### src/rtl/pipe_adder_pkg.sv
// Shared flag layout for the pipelined adder, the ALU and condition-check logic.
package pipe_adder_pkg;

  localparam int FLAG_N = 3;
  localparam int FLAG_Z = 2;
  localparam int FLAG_C = 1;
  localparam int FLAG_V = 0;

  typedef logic [3:0] flags_t;

endpackage

### src/rtl/pipe_adder_chunk.sv
// Combinational W-bit add slice; one instance per pipeline stage of pipe_adder.
module adder_chunk #(
  parameter int W = 8
) (
  input  logic [W-1:0] a,
  input  logic [W-1:0] b,
  input  logic         cin,
  output logic [W-1:0] sum,
  output logic         cout
);

  logic [W:0] w_total;

  assign w_total = {1'b0, a} + {1'b0, b} + {{W{1'b0}}, cin};
  assign sum     = w_total[W-1:0];
  assign cout    = w_total[W];

endmodule

### src/rtl/pipe_adder.sv
// Pipelined add/subtract: the carry chain is cut into STAGES registered slices.
// Optional NZCV flags are built only when PIPE_ADDER_FLAGS_EN is defined.
module pipe_adder
  import pipe_adder_pkg::*;
#(
  parameter int WIDTH  = 32,
  parameter int STAGES = 4
) (
  input  logic             clk,
  input  logic             reset_n,
  input  logic             in_valid,
  output logic             in_ready,
  input  logic [WIDTH-1:0] in_a,
  input  logic [WIDTH-1:0] in_b,
  input  logic             in_sub,
  input  logic             in_cin,
  output logic             out_valid,
  input  logic             out_ready,
  output logic [WIDTH-1:0] out_sum,
  output logic             out_cout,
  output flags_t           out_flags
);

  localparam int SDIV = (STAGES < 1) ? 1 : STAGES;
  localparam int C    = WIDTH / SDIV;

  if (STAGES < 1 || (WIDTH % SDIV) != 0 || WIDTH < 2) begin : g_bad_cfg
    $error("pipe_adder: WIDTH must be >= 2 and divisible by STAGES >= 1");
  end

`ifdef PIPE_ADDER_FLAGS_EN
  function automatic flags_t calc_flags(input logic [WIDTH-1:0] s, input logic c,
                                        input logic a_msb, input logic b_msb);
    flags_t f;
    f         = '0;
    f[FLAG_N] = s[WIDTH-1];
    f[FLAG_Z] = (s == '0);
    f[FLAG_C] = c;
    f[FLAG_V] = (a_msb == b_msb) && (s[WIDTH-1] != a_msb);
    return f;
  endfunction
`endif

  logic [STAGES-1:0] r_vld;
  logic [STAGES-1:0] w_vld_src;
  logic [STAGES:0]   w_adv;
  logic [WIDTH-1:0]  w_b_eff;

  assign w_b_eff       = in_b ^ {WIDTH{in_sub}};
  assign w_adv[STAGES] = out_ready;
  assign in_ready      = w_adv[0];
  assign out_valid     = r_vld[STAGES-1];

  // A stage moves when empty or when its successor moves, so bubbles collapse.
  for (genvar k = 0; k < STAGES; k++) begin : g_adv
    assign w_adv[k] = ~r_vld[k] | w_adv[k+1];
  end

  if (STAGES == 1) begin : g_vsrc
    assign w_vld_src = in_valid;
  end else begin : g_vsrc
    assign w_vld_src = {r_vld[STAGES-2:0], in_valid};
  end

  always_ff @(posedge clk or negedge reset_n) begin
    if (!reset_n) begin
      r_vld <= '0;
    end else begin
      for (int k = 0; k < STAGES; k++) begin
        if (w_adv[k]) r_vld[k] <= w_vld_src[k];
      end
    end
  end

  for (genvar k = 0; k < STAGES; k++) begin : g_stage
    localparam int SW = (k + 1) * C;

    logic [C-1:0]  w_a;
    logic [C-1:0]  w_b;
    logic [C-1:0]  w_sum;
    logic          w_cin;
    logic          w_cout;
    logic [SW-1:0] w_acc;
    logic [SW-1:0] r_sum;
    logic          r_cy;

    // stage k boundary: operands come from the input port or the previous stage
    if (k == 0) begin : g_src
      assign w_a   = in_a[C-1:0];
      assign w_b   = w_b_eff[C-1:0];
      assign w_cin = in_sub | in_cin;
      assign w_acc = w_sum;
    end else begin : g_src
      assign w_a   = g_stage[k-1].g_rem.r_a[C-1:0];
      assign w_b   = g_stage[k-1].g_rem.r_b[C-1:0];
      assign w_cin = g_stage[k-1].r_cy;
      assign w_acc = {w_sum, g_stage[k-1].r_sum};
    end

    adder_chunk #(.W(C)) u_chunk (
      .a    (w_a),
      .b    (w_b),
      .cin  (w_cin),
      .sum  (w_sum),
      .cout (w_cout)
    );

    if (k < STAGES - 1) begin : g_rem
      localparam int RW = WIDTH - SW;

      logic [RW-1:0] r_a;
      logic [RW-1:0] r_b;
      logic [RW-1:0] w_a_nx;
      logic [RW-1:0] w_b_nx;

      if (k == 0) begin : g_nx
        assign w_a_nx = in_a[WIDTH-1:C];
        assign w_b_nx = w_b_eff[WIDTH-1:C];
      end else begin : g_nx
        assign w_a_nx = g_stage[k-1].g_rem.r_a[RW+C-1:C];
        assign w_b_nx = g_stage[k-1].g_rem.r_b[RW+C-1:C];
      end

      always_ff @(posedge clk) begin
        if (w_adv[k]) begin
          r_sum <= w_acc;
          r_cy  <= w_cout;
          r_a   <= w_a_nx;
          r_b   <= w_b_nx;
        end
      end
    end else begin : g_out
      always_ff @(posedge clk or negedge reset_n) begin
        if (!reset_n) begin
          r_sum <= '0;
          r_cy  <= 1'b0;
        end else if (w_adv[k]) begin
          r_sum <= w_acc;
          r_cy  <= w_cout;
        end
      end

`ifdef PIPE_ADDER_FLAGS_EN
      // The last slice still sees the operand MSBs, which is all V needs.
      flags_t r_flags;

      always_ff @(posedge clk or negedge reset_n) begin
        if (!reset_n) begin
          r_flags <= '0;
        end else if (w_adv[k]) begin
          r_flags <= calc_flags(w_acc, w_cout, w_a[C-1], w_b[C-1]);
        end
      end
`endif
    end
  end

  assign out_sum  = g_stage[STAGES-1].r_sum;
  assign out_cout = g_stage[STAGES-1].r_cy;

`ifdef PIPE_ADDER_FLAGS_EN
  assign out_flags = g_stage[STAGES-1].g_out.r_flags;
`else
  assign out_flags = '0;
`endif

endmodule

### config.mk
export PLATFORM = sky130hd
export DESIGN_NAME = pipe_adder
export DESIGN_NICKNAME = d
export VERILOG_FILES = /design/src/rtl/pipe_adder_pkg.sv /design/src/rtl/pipe_adder_chunk.sv /design/src/rtl/pipe_adder.sv
export SDC_FILE = /design/constraint.sdc
export NUM_CORES = 1
export LEC_CHECK = 0
export CORE_UTILIZATION = 55
export CTS_BUF_LIST = sky130_fd_sc_hd__clkbuf_2 sky130_fd_sc_hd__clkbuf_4 sky130_fd_sc_hd__clkbuf_8
export CTS_CLUSTER_SIZE = 8
export DETAILED_ROUTE_END_ITERATION = 12
export DONT_BUFFER_PORTS = 1
export HOLD_SLACK_MARGIN = 0.06
export PLACE_DENSITY = 0.73
export SLEW_MARGIN = 10
export SYNTH_ARGS = -nofsm -noshare
export SYNTH_HDL_FRONTEND = slang
export SYNTH_SLANG_ARGS = --single-unit
### constraint.sdc
create_clock -name clk -period 3.2 [get_ports clk]
set_input_delay 0.48 -clock clk [delete_from_list [all_inputs] [get_ports clk]]
set_output_delay 0.48 -clock clk [all_outputs]
set_load 0.005 [all_outputs]
==> flow_metrics.tcl, run 1 <==
set metrics [dict create \
    status "finished, final reports clean" \
    num_rows 41 \
    hold_class "in -> reg" \
    drc_errors 0 \
    synth_edf_count 147 \
    first_pass_iters 4 \
    postRouteAntennaNets 0 \
    place.port_buffers 0 \
    ys_warn_count 0 \
    gp_congestion 0.765 \
    cts.sinks 184 \
    final_common_cell "edfxtp_1" \
    final_cell_mix "edfxtp_1 (147), nand2_1 (94), xor2_1 (41)" \
    start_util 0.574 \
    wl_per_cell_um 15.1 \
    io_pins 109 \
    crit_fanout 2 \
    fillers 948 \
    dieArea_um2 13800 \
    power_mw 5.93 \
    antenna_found_initial 0 \
    postCtsSetupBuffers 0 \
    ys.flop_type "edfxtp_1" \
    yosys.cell_types.count 40 \
    setup_viol 0 \
    fin_tns_setup_ns 0 \
    clk_latency_ns 0.44 \
    tightest_slew_ns 0.983 \
    grt_pass1_wl_um 17500 \
    async_flop_share 0.201 \
    seqCellArea_um2 5340 \
    finalMaxSlewViolations 0 \
    cts_buffer_depth 2 \
    ys_ff_latch 184 \
    drive_above_1_share 0.0891 \
    routed_via_density 5.22 \
    fmax_mhz 404 \
    drv_cap 0 \
    num_vias 3603 \
    path_class "reg -> reg" \
    grt_usage 0.168 \
    grt_pass1_vias 3625 \
    ys_seq_area_frac 0.726 \
    maxSlewHeadroom 0.342 \
    die_h_um 118 \
    cp-start-kind "register" \
    cts_made_buffers 17 \
    clock_tree.root_cell "clkbuf_8" \
    avgSynthCellArea_um2 15.1 \
    worstSetupEndpointType "register" \
    powerDensity_nw_per_um2 741 \
    min_period_ns 2.47 \
    ir_drop_mv 0.395 \
    clk_pin_slew_ns 0.09 \
    syn_area_um2 7360 \
    die_w_um 118 \
    leakagePower_nw 3.19 \
    htreeDepth 4 \
    nets 609 \
    area_growth_pct 8.82 \
    post_cts_resized 0 \
    critical_path_required_ns 3.39 \
    finalHoldViolCount 0 \
    synth_cells 489 \
    grt_start_max_net_pins 60 \
    hpwl_um 7180 \
    finalCritPeriodShare 0.773 \
    critPathArrivalTime_ns 2.67 \
    drt_wl_total_um 10400 \
    drtIter0Drc 141 \
    fin_skew_ns 0.00598 \
    rsz0062_at_grt "no" \
    multi_input_area_um2 1930 \
    coreArea_um2 12800 \
    cts_tree "built" \
    grt_overflow 0 \
]
## where the power goes
part	total, mW	internal, mW	switching, mW	leakage (nW)
sequential	3.50	3.27	0.238	1.95
clock	1.59	0.838	0.749	0.206
combinational	0.843	0.360	0.483	1.03
## final timing paths
path,start,to,cells after the start,slack (ns)
worst max-delay path,g_stage[1].r_cy,g_stage[2].r_cy,7,0.73
worst min-delay path,in_a[18],g_stage[0].g_rem.r_a[10],0,0.13
worst max register to register,g_stage[1].r_cy,g_stage[2].r_cy,7,0.73
worst min register to register,g_stage[1].g_rem.r_a[9],g_stage[2].g_rem.r_a[1],0,0.42
max in group asynchronous,reset_n,r_vld[1],2,2.52
min in group asynchronous,reset_n,out_sum[23],2,0.49
## cell families after synthesis
logic type,Yosys count,synth area share
DFF,184,0.726
adders and majority gates,36,0.0694
other,1,0.000510
buffers and inverters,25,0.0163
AOI/OAI and AO/OA,45,0.0400
and+or+nand+nor,144,0.0840
xor gates and xnor gates,54,0.0643
## area by class of cell
type,instances,area share
Sequential cell,184,0.667
Multi-Input combinational cell,283,0.240
Clock buffer,17,0.0292
Tap cell,172,0.0269
Clock inverter,15,0.0230
Timing Repair Buffer,7,0.00844
Inverter,10,0.00469
Antenna cell,2,0.000625
## metal layers
metal,up-vias,track usage,wire (um)
li1,1757,-,-
met1,1735,0.191,4170
met2,91,0.291,5540
met3,20,0.0475,421
met4,0,0.0849,270
met5,-,0,0
## synthesized netlist by cell type (2+ instances only)
cell,count,area [um^2]
a211oi_1,3,22.5
a21o_1,3,22.5
a21oi_1,10,50.1
buf_2,6,30.0
buf_4,5,37.5
clkbuf_1,4,15.0
dfrtp_1,37,926
edfxtp_1,147,4410
fa_1,8,160
ha_1,28,350
inv_1,10,37.5
nand2_1,95,357
nand2b_1,5,31.3
nand3_1,7,35.0
nor2_1,17,63.8
nor3_1,10,50.1
nor4_1,2,12.5
o211ai_1,3,22.5
o21a_1,2,15.0
o21ai_0,10,50.1
o21ai_1,3,15.0
o21bai_1,3,22.5
o41ai_1,2,17.5
xnor2_1,13,114
xor2_1,41,359
## worst max-delay path, stage by stage, from the launching register on
cell and delay, ns:
edfxtp_1 0.41, fa_1 0.49, fa_1 0.44, a21o_1 0.21
a21oi_1 0.23, o21ai_0 0.15, nor4_1 0.20, nor3_1 0.10
## stage by stage
| stage | hold slack (ns) | worst slack (ns) | utilization | instances | area (um^2) |
|---|---|---|---|---|---|
| finish | 0.127 | 0.727 | 0.624 | 690 | 8010 |
| global route | 0.0741 | 0.631 | 0.624 | 688 | 8000 |
| CTS | 0.0884 | 0.714 | 0.624 | 688 | 8000 |
| detailed placement | 0.185 | 0.743 | 0.589 | 654 | 7560 |
| global placement | 0.185 | 0.813 | 0.589 | 654 | 7560 |
| floorplan | 0.184 | 0.0224 | - | 492 | 7370 |
## state kept, by name (all words and copies together), names as in the netlist
signal / flops
r_vld: 4
out_cout: 1
g_stage.g_rem.r_b: 48
out_sum: 32
g_stage.r_sum: 48
g_stage.g_rem.r_a: 48
g_stage.r_cy: 3
## timing repair
action / CTS / global route
endpoints found under the hold margin: 37 / 0
endpoints found under the setup margin: 0 / 0
hold buffers: 2 / 0
(Power assumes the default switching activity.)
==> inputs of run 2 (changes only) <==
clock period = 2.1 ns   (was 3.2 ns; I/O delays follow)
==> run 2 against run 1 <==
  * Clock skew is 0.0049 ns higher
  * Global-route usage is 2.2 points higher
  * Design area is 9.3% higher
  * Routed wire length is 18% higher
  * Core utilization is 5.8 points higher
  * Fmax is 18% higher
  * Register-to-register slack worse by 0.71 ns
  * Sequential power is 53% higher
  * Non-clock buffer count is 73 higher
  * Die area stayed put
  * Flip-flop and latch count stayed put
  * Largest power group unchanged
  * Highest routed layer unchanged
==> flow_metrics.tcl, run 2 (synthesized netlist as in run 1, its figures left out) <==
set metrics [dict create \
    crit_fanout 2 \
    die_h_um 118 \
    tightest_slew_ns 0.629 \
    drv_cap 0 \
    clkPwrFrac 0.239 \
    worstSetupEndpointType "register" \
    cts_tree "built" \
    cp-start-kind "register" \
    fin_util 0.683 \
    coreArea_um2 12800 \
    grt.met2_usage 0.343 \
    grt_usage 0.190 \
    fin_skew_ns 0.0109 \
    final_area_um2 8750 \
    combPwrFrac 0.171 \
    startpoint "g_stage[2].r_cy" \
    met3_usage 0.0533 \
    htreeDepth 4 \
    hold_start "in_sub" \
    clk_pin_slew_ns 0.09 \
    setup_viol 0 \
    status "finished, final reports clean" \
    final_cell_mix "edfxtp_1 (147), nand2_1 (94), dlygate4sd3_1 (67)" \
    grt_start_max_net_pins 43 \
    dp.cells 661 \
    drive_above_1_share 0.129 \
    antenna_found_initial 0 \
    grt_pass1_vias 4118 \
    min_period_ns 2.09 \
    r2r-start "g_stage[2].r_cy" \
    area_growth_pct 19.0 \
    die_w_um 118 \
    path_class "reg -> reg" \
    netSwitchingFraction 0.261 \
    clk_latency_ns 0.45 \
    critical_path_required_ns 2.46 \
    hold_ws_ns 0.0936 \
    routed_via_density 5.18 \
    drt_wl_total_um 12300 \
    num_rows 41 \
    fillers 889 \
    fin_ws_ns 0.0129 \
    seqPwrFrac 0.590 \
    postCtsSetupBuffers 0 \
    postRouteAntennaNets 0 \
    grtUsageMet1 0.204 \
    critPathArrivalTime_ns 2.44 \
    ir_drop_mv 0.544 \
    diodes 0 \
    net-switching-power_mw 2.37 \
    rsz0062_at_grt "yes" \
    fin_tns_setup_ns 0 \
    drc_errors 0 \
    leakagePower_nw 3.48 \
    grt_overflow 0 \
    power_mw 9.09 \
    drtIter0Drc 181 \
    finalMaxSlewViolations 0 \
    io_pins 109 \
    place.port_buffers 0 \
    post_dp_cell_area_um2 7660 \
    dp_slack_ns -0.125 \
    hold_class "in -> reg" \
    nets 682 \
    start_util 0.574 \
    clock_tree.root_cell "clkbuf_8" \
    finalCritPeriodShare 0.994 \
    finalHoldViolCount 0 \
    gp_congestion 0.773 \
    final_common_cell "edfxtp_1" \
    first_pass_iters 4 \
    powerDensity_nw_per_um2 1040 \
    reg_top3 "g_stage.g_rem.r_a x48, g_stage.g_rem.r_b x48, g_stage.r_sum x48" \
    cts.sinks 184 \
    maxSlewHeadroom 0.579 \
    num_vias 3945 \
    cts_buffer_depth 2 \
    fin_cells 761 \
    hpwl_um 7490 \
    p_int_mw 6.72 \
    fmax_mhz 479 \
    cts_made_buffers 17 \
    wl_per_cell_um 16.1 \
    grt_pass1_wl_um 19900 \
    dieArea_um2 13800 \
    top_usage_layer "met2" \
]
run 2: cell count changes in the layout (fill, tap and decap cells not counted), moves of 5 or more:
cell	change
fa_2	+8
buf_4	+6
fa_1	-8
dlygate4sd3_1	+66
clkbuf_4	+5
run 2: power groups by stage:
stage	Combinational, mW	Clock, mW	Sequential, mW
global route	1.76	2.36	5.45
floorplan	1.09	0	5.33
CTS	1.53	2.21	5.37
global placement	1.28	0	5.41
detailed placement	1.35	0	5.45
finish	1.56	2.17	5.36
run 2: cell type report:
cell class,count,area [um^2],area share
sequential,184,5340,0.610
multi-input combinational,283,2010,0.229
timing repair buffer,80,793,0.0906
clock buffer,23,285,0.0326
tap,172,215,0.0246
clock inverter,9,76.3,0.00872
inverter,10,37.5,0.00429
run 2: timing repair:
action                                 in CTS  in global routing
endpoints found under the hold margin      86                  7
pin swaps                                  13                  8
setup endpoints to repair                   5                  6
cloned                                      0                  0
resized for setup                          10                  2
hold buffers                               67                  1
run 2: critical path, cell delays in order, from the launching register on:
cell,delay [ns]
edfxtp_1,0.42
fa_2,0.42
fa_2,0.37
a21oi_2,0.18
o21ai_2,0.09
o31a_1,0.27
o31ai_2,0.24
run 2: worst paths after layout:
| check | end | slack (ns) | cells past startpoint |
|---|---|---|---|
| max | out_sum[30] | 0.01 | 6 |
| min in group asynchronous | out_sum[19] | 0.31 | 2 |
| max in group asynchronous | out_sum[5] | 1.59 | 2 |
| min | g_stage[0].g_rem.r_b[8] | 0.09 | 1 |
| min reg2reg | g_stage[2].r_sum[13] | 0.42 | 0 |
| max reg2reg | out_sum[30] | 0.01 | 6 |
run 2: routing by layer:
layer / vias to the layer above / part of all wire
met4: 0 / 0.032
met5: - / 0
met3: 37 / 0.046
met1: 1909 / 0.38
li1: 1887 / -
met2: 112 / 0.54
